**config.mk**
```make
export PLATFORM = sky130hd
export DESIGN_NAME = array_reader
export DESIGN_NICKNAME = d
export VERILOG_FILES = /design/src/rtl/array_reader.sv
export SDC_FILE = /design/constraint.sdc
export NUM_CORES = 1
export LEC_CHECK = 0
export BUFFER_PORTS_ARGS = -buffer_cell sky130_fd_sc_hd__buf_2
export CAP_MARGIN = 20
export CORE_AREA = 2 2 64 66
export CTS_BUF_LIST = sky130_fd_sc_hd__clkbuf_4
export DETAILED_ROUTE_END_ITERATION = 8
export DIE_AREA = 0 0 66 68
export HOLD_SLACK_MARGIN = 0.05
export PLACE_DENSITY = 0.88
export SYNTH_ARGS = -nofsm -noshare
export SYNTH_HDL_FRONTEND = slang
export SYNTH_SLANG_ARGS = --single-unit
```
**constraint.sdc**
```tcl
create_clock -name clk -period 2.2 [get_ports clk]
set_input_delay 0.11 -clock clk [delete_from_list [all_inputs] [get_ports clk]]
set_output_delay 0.11 -clock clk [all_outputs]
set_load 0.01 [all_outputs]
```
**src/rtl/array_reader.sv**
```systemverilog
`default_nettype none
// ============================================================================
//  Module      : array_reader
//  Description : Read-side sequencer for the edge-triggered array storage
//                block. Sweeps a run of consecutive indices, pulses the
//                array's get strobe once per index, captures the returned
//                word and streams it downstream over valid/ready, flagging
//                the final element of the sweep.
//  Revision    : 1.0 - initial release
// ============================================================================
module array_reader #(
   parameter int DATLEN    = 12,
   parameter int SIZE      = 64,
   parameter int SIZE_LOG2 = 6
) (
   input  logic                 clk,
   input  logic                 rst_n,
   input  logic                 start_i,
   input  logic [SIZE_LOG2-1:0] start_index_i,
   input  logic [SIZE_LOG2:0]   count_i,
   input  logic                 abort_i,
   output logic                 get_o,
   output logic [SIZE_LOG2-1:0] get_index_o,
   input  logic [DATLEN-1:0]    get_val_i,
   output logic                 out_valid_o,
   input  logic                 out_ready_i,
   output logic [DATLEN-1:0]    out_data_o,
   output logic                 out_last_o,
   output logic                 busy_o,
   output logic                 done_o
);

   // Width of the remaining-element counter: must hold the value SIZE itself.
   localparam int unsigned REM_W = SIZE_LOG2 + 1;
   localparam logic [REM_W-1:0] C_SIZE = REM_W'(SIZE);
   localparam logic [REM_W-1:0] C_ONE  = REM_W'(1);

   typedef enum logic [2:0] {
      S_IDLE    = 3'd0,
      S_ISSUE   = 3'd1,
      S_CAPTURE = 3'd2,
      S_OUTPUT  = 3'd3,
      S_FINISH  = 3'd4
   } state_t;

   state_t                 state_q, state_d;
   logic [SIZE_LOG2-1:0]   idx_q, idx_d;
   logic [REM_W-1:0]       rem_q, rem_d;
   logic                   get_q, get_d;
   logic [SIZE_LOG2-1:0]   get_index_q, get_index_d;
   logic                   out_valid_q, out_valid_d;
   logic                   out_last_q, out_last_d;
   logic [DATLEN-1:0]      out_data_q, out_data_d;
   logic                   busy_q, busy_d;
   logic                   done_q, done_d;

   // Index of the element after the current one; wraps naturally because
   // SIZE is exactly 2**SIZE_LOG2.
   logic [SIZE_LOG2-1:0]   next_idx;
   // Saturated element count for an accepted start.
   logic [REM_W-1:0]       start_rem;

   assign next_idx  = idx_q + 1'b1;
   assign start_rem = (count_i > C_SIZE) ? C_SIZE : count_i;

   // Next-state and next-output computation; every output is registered so
   // the array and downstream logic see glitch-free signals.
   always_comb begin
      state_d     = state_q;
      idx_d       = idx_q;
      rem_d       = rem_q;
      get_d       = 1'b0;
      get_index_d = get_index_q;
      out_valid_d = 1'b0;
      out_last_d  = 1'b0;
      out_data_d  = out_data_q;
      busy_d      = 1'b1;
      done_d      = 1'b0;

      case (state_q)
         S_IDLE: begin
            busy_d = 1'b0;
            // abort in IDLE wins over a simultaneous start
            if (start_i && !abort_i) begin
               busy_d = 1'b1;
               idx_d  = start_index_i;
               if (count_i == '0) begin
                  rem_d   = '0;
                  state_d = S_FINISH;
                  done_d  = 1'b1;
               end else begin
                  rem_d       = start_rem;
                  state_d     = S_ISSUE;
                  get_d       = 1'b1;
                  get_index_d = start_index_i;
               end
            end
         end

         S_ISSUE: begin
            // get drops after exactly one cycle; index stays put for capture
            state_d = S_CAPTURE;
         end

         S_CAPTURE: begin
            state_d     = S_OUTPUT;
            out_data_d  = get_val_i;
            out_valid_d = 1'b1;
            out_last_d  = (rem_q == C_ONE);
         end

         S_OUTPUT: begin
            if (out_ready_i) begin
               rem_d = rem_q - 1'b1;
               idx_d = next_idx;
               if (rem_q == C_ONE) begin
                  state_d = S_FINISH;
                  done_d  = 1'b1;
               end else begin
                  state_d     = S_ISSUE;
                  get_d       = 1'b1;
                  get_index_d = next_idx;
               end
            end else begin
               // hold the element until it is accepted
               out_valid_d = 1'b1;
               out_last_d  = out_last_q;
            end
         end

         S_FINISH: begin
            state_d = S_IDLE;
            busy_d  = 1'b0;
         end

         default: begin
            state_d = S_IDLE;
            busy_d  = 1'b0;
         end
      endcase

      // abort overrides everything outside IDLE, including a same-cycle
      // handshake; the pending element is simply dropped
      if (abort_i && (state_q != S_IDLE)) begin
         state_d     = S_IDLE;
         get_d       = 1'b0;
         out_valid_d = 1'b0;
         out_last_d  = 1'b0;
         busy_d      = 1'b0;
         done_d      = 1'b0;
      end
   end

   // State and output registers with asynchronous active-low reset.
   always_ff @(posedge clk or negedge rst_n) begin
      if (!rst_n) begin
         state_q     <= S_IDLE;
         idx_q       <= '0;
         rem_q       <= '0;
         get_q       <= 1'b0;
         get_index_q <= '0;
         out_valid_q <= 1'b0;
         out_last_q  <= 1'b0;
         out_data_q  <= '0;
         busy_q      <= 1'b0;
         done_q      <= 1'b0;
      end else begin
         state_q     <= state_d;
         idx_q       <= idx_d;
         rem_q       <= rem_d;
         get_q       <= get_d;
         get_index_q <= get_index_d;
         out_valid_q <= out_valid_d;
         out_last_q  <= out_last_d;
         out_data_q  <= out_data_d;
         busy_q      <= busy_d;
         done_q      <= done_d;
      end
   end

   assign get_o       = get_q;
   assign get_index_o = get_index_q;
   assign out_valid_o = out_valid_q;
   assign out_last_o  = out_last_q;
   assign out_data_o  = out_data_q;
   assign busy_o      = busy_q;
   assign done_o      = done_q;

`ifndef SYNTHESIS
   // The array needs a low phase between reads to see a fresh rising edge.
   a_get_single : assert property (@(posedge clk) disable iff (!rst_n) get_q |=> !get_q);
`endif

endmodule
`default_nettype wire

```
==> impl_metrics.csv <==
group,metric,value,unit
status,outcome,"finished, final reports clean",
yosys,synth_top_cell_area_share,48.7,%
cts,post_cts_resize_count,0,
cells_and_area,antennaDiodeCount,0,
routing,drc,0,
yosys,synthesis.area_per_instance,10.7,µm²
cts,clk_pin_slew_worst_paths,0.11,ns
worst_hold_path,min_path_cells,3,
timing,worst_max_slew_margin_expressed_relative_to_the_limit,44.7,%
yosys,post_synth_inst_count,188,
worst_setup_path,crit_type,"primary input to flop",
routing,drt_pre_antenna_iters,4,
yosys,mappedNetlistNets,221,
global_route,grt_start_max_net_pins,40,
placed_design,routability_congestion_estimate_from_global_placement,0.899,
cts,postCtsSetupRepairBufs,0,
worst_hold_path,whs_endpoint,"rem_q[5]",
yosys,ys_ff_latch,39,
routing,drt-wirelength-per-cell,13.3,µm
cts,holdBufCountCts,17,
cells_and_area,syn2layout_area_growth,26.7,%
cells_and_area,final_cell_count_no_fill,309,
floorplan,core_area,3860,µm²
placed_design,dp_hpwl,2850,µm
yosys,syn_std_cell_area,2000,µm²
cts,cts.sinks,39,
routing,highest_metal_layer_with_signal_wires,"met4",
pwr,power-per-cell-area,1030,nW/µm²
worst_setup_path,ff2ff_setup_slack,0.37,ns
yosys,synth_warnings,0,
routing,vias_per_cell,5.30,
pwr,irDropWorstVdd,0.398,mV
global_route,grt_antenna_before_repair,0,
floorplan,floorplan.rows,23,
worst_setup_path,crit_path_end_kind,"flop",
cells_and_area,drive_above_1_share,34.0,%
yosys,async_reset_ff_share,100,%
routing,route.met2.wl,1960,µm
floorplan,chipHeight,68,µm
routing,wl,4120,µm
timing,worst_clock_skew_on_the_final_layout,0.00957,ns
cells_and_area,net_count_of_the_finished_layout,291,
worst_setup_path,worstSetupStartpointType,"primary input",
cts,cts_tree,"yes",
worst_setup_path,critPathMaxFanout,7,
routing,wl_met3,337,µm
timing,final-setup-viol-count,0,
global_route,grt_remaining_overflow,0,
routing,first_drt_iteration_drcs,57,
worst_hold_path,holdCritStartpoint,"count_i[5]",
yosys,synth_enable_flop_cells,0,
cells_and_area,seq_area,976,µm²
cts,max-clock-path-buffers,2,
routing,number_of_vias_after_detailed_routing,1639,
cts,cts_max_level,2,
routing,postRouteAntennaNets,0,
cts,numCtsBuffers,5,
floorplan,die_w,66,µm
timing,fin_tns_setup,0,ns
worst_setup_path,arrival,2.16,ns
placed_design,port_buffers,52,
global_route,grt_usage,19.3,%
yosys,post_synth_main_area_contributors,"sky130_fd_sc_hd__dfrtp_1, sky130_fd_sc_hd__mux2_2, sky130_fd_sc_hd__mux2_4",
cells_and_area,multiInputGateArea,927,µm²
global_route,grt_pass1_vias,1446,
timing,finalMaxSlewViolations,0,
worst_setup_path,reg2reg_to,"get_index_o[2]",
floorplan,die_area,4490,µm²
pwr,total_leakage_power,1.18,nW
timing,timing_hold_violations_final,0,
yosys,yosysSeqAreaShare,48.7,%
worst_setup_path,worst-endpoint-required,2.45,ns
job,cap_violations,0,
worst_hold_path,hold_class,"primary input to flop",
timing,grt_setup_unrepaired,"false",
timing,worst_max_slew_pin_slew,0.830,ns
global_route,grt_first_pass_wirelength,6410,µm
worst_setup_path,worst_r2r_startpoint,"state_q[0]",
yosys,yosys_most_used_dff,"sky130_fd_sc_hd__dfrtp_1",
timing,layout_worst_path_cycle_share,86.8,%
cts,worstSkewPairLatency,0.36,ns
yosys,yosys.area.top_type,"sky130_fd_sc_hd__dfrtp_1",
floorplan,ios,53,
cts,cts.root.buffer_cell,"sky130_fd_sc_hd__clkbuf_4",
routing,wl_met1,1770,µm
worst_setup_path,worst_r2r_path_depth,4,
timing,max_clock_freq,524,MHz
yosys,ys_types,49,
placed_design,placedCellCount,284,
cells_and_area,nFillCells,303,
floorplan,start_util,51.9,%
timing,finalCriticalPeriod,1.91,ns
[flip-flops by register name, summed over array words and instances (netlist names)]
name	cells
out_data_o	12
rem_q	7
get_index_o	6
idx_q	6
state_q	3
busy_o	1
done_o	1
get_o	1
out_last_o	1
out_valid_o	1
[metal layers]
layer | vias up | global-route usage, %
met1 | 746 | 24.0
met2 | 70 | 32.2
li1 | 817 | -
met4 | 0 | 6.63
met5 | - | 0
met3 | 6 | 6.09
[final cells by class]
cell class                      count  share of cell area (%)
Sequential cell                    39                    38.5
Multi-Input combinational cell    131                    36.5
Timing Repair Buffer               73                    18.1
Tap cell                           50                    2.47
Clock inverter                      3                    1.73
Clock buffer                        5                    1.48
Inverter                            8                    1.18
[stage by stage]
stage	utilization, %	power (mW)	setup slack [ns]	instance area [µm²]	hold slack (ns)
after floorplan	-	1.81	0.609	2000	-0.186
after global placement	59.3	2.09	0.444	2290	0.247
after detailed placement	59.3	2.13	0.386	2290	0.255
after CTS	65.8	2.63	0.372	2540	0.0662
after global routing	65.8	2.82	0.245	2540	0.0600
final	65.8	2.62	0.290	2540	0.0719
[layout by cell type (no fill, tap or decap), types with 3 or more instances in the layout]
master,netlist,final
sky130_fd_sc_hd__buf_4,1,4
sky130_fd_sc_hd__inv_1,8,8
sky130_fd_sc_hd__buf_2,5,52
sky130_fd_sc_hd__nand3b_1,3,3
sky130_fd_sc_hd__a21oi_1,11,11
sky130_fd_sc_hd__nand2_1,11,11
sky130_fd_sc_hd__o21ai_0,13,13
sky130_fd_sc_hd__mux2_4,5,5
sky130_fd_sc_hd__nor2_1,14,14
sky130_fd_sc_hd__dlygate4sd3_1,0,17
sky130_fd_sc_hd__dfrtp_1,39,39
sky130_fd_sc_hd__nand3_1,8,8
sky130_fd_sc_hd__ha_1,3,3
sky130_fd_sc_hd__mux2_2,13,13
sky130_fd_sc_hd__and3_1,3,3
sky130_fd_sc_hd__o21a_1,4,4
sky130_fd_sc_hd__clkbuf_4,0,5
[logic make-up after synthesis]
logic type / count (synthesis) / share of synthesized area [%]
and+or+nand+nor: 55 / 14.1
AOI/OAI and AO/OA: 50 / 16.9
DFF: 39 / 48.7
muxes: 20 / 12.1
buffers and inverters: 18 / 5.00
xor gates and xnor gates: 3 / 1.31
adders and majority gates: 3 / 1.87
[synthesized netlist by cell type, drive strengths merged, types with 2 or more instances]
master / instances
dfrtp: 39
mux2: 18
nor2: 16
o21ai: 13
a21oi: 11
nand2: 11
buf: 9
inv: 8
nand3: 8
o21a: 4
and3: 3
ha: 3
nand3b: 3
nor3: 3
a22oi: 2
a31o: 2
a31oi: 2
a32o: 2
a32oi: 2
mux2i: 2
nand2b: 2
nor2b: 2
o22ai: 2
xnor2: 2
[critical path: stages]
cell and delay, ns:
sky130_fd_sc_hd__dlygate4sd3_1 0.52, sky130_fd_sc_hd__buf_2 0.12, sky130_fd_sc_hd__nor4_1 0.50, sky130_fd_sc_hd__nand2_1 0.16
sky130_fd_sc_hd__a32o_1 0.40, sky130_fd_sc_hd__mux2_4 0.35
[report_power, final]
part	internal (mW)	total (mW)	switching (mW)
clock	0.239	0.471	0.232
sequential	0.978	1.18	0.204
combinational	0.499	0.965	0.465
total	1.72	2.62	0.902
[worst max-delay path by stage]
stage                           from             end  slack [ns]
after floorplan           state_q[1]  get_index_o[5]        0.61
after global placement    state_q[0]  get_index_o[0]        0.44
after detailed placement  state_q[0]  get_index_o[0]        0.39
after CTS                 count_i[2]  get_index_o[3]        0.37
after global routing      state_q[0]  get_index_o[0]        0.24
final                     count_i[2]  get_index_o[2]        0.29
No activity file was read; power rests on OpenSTA's default activity.
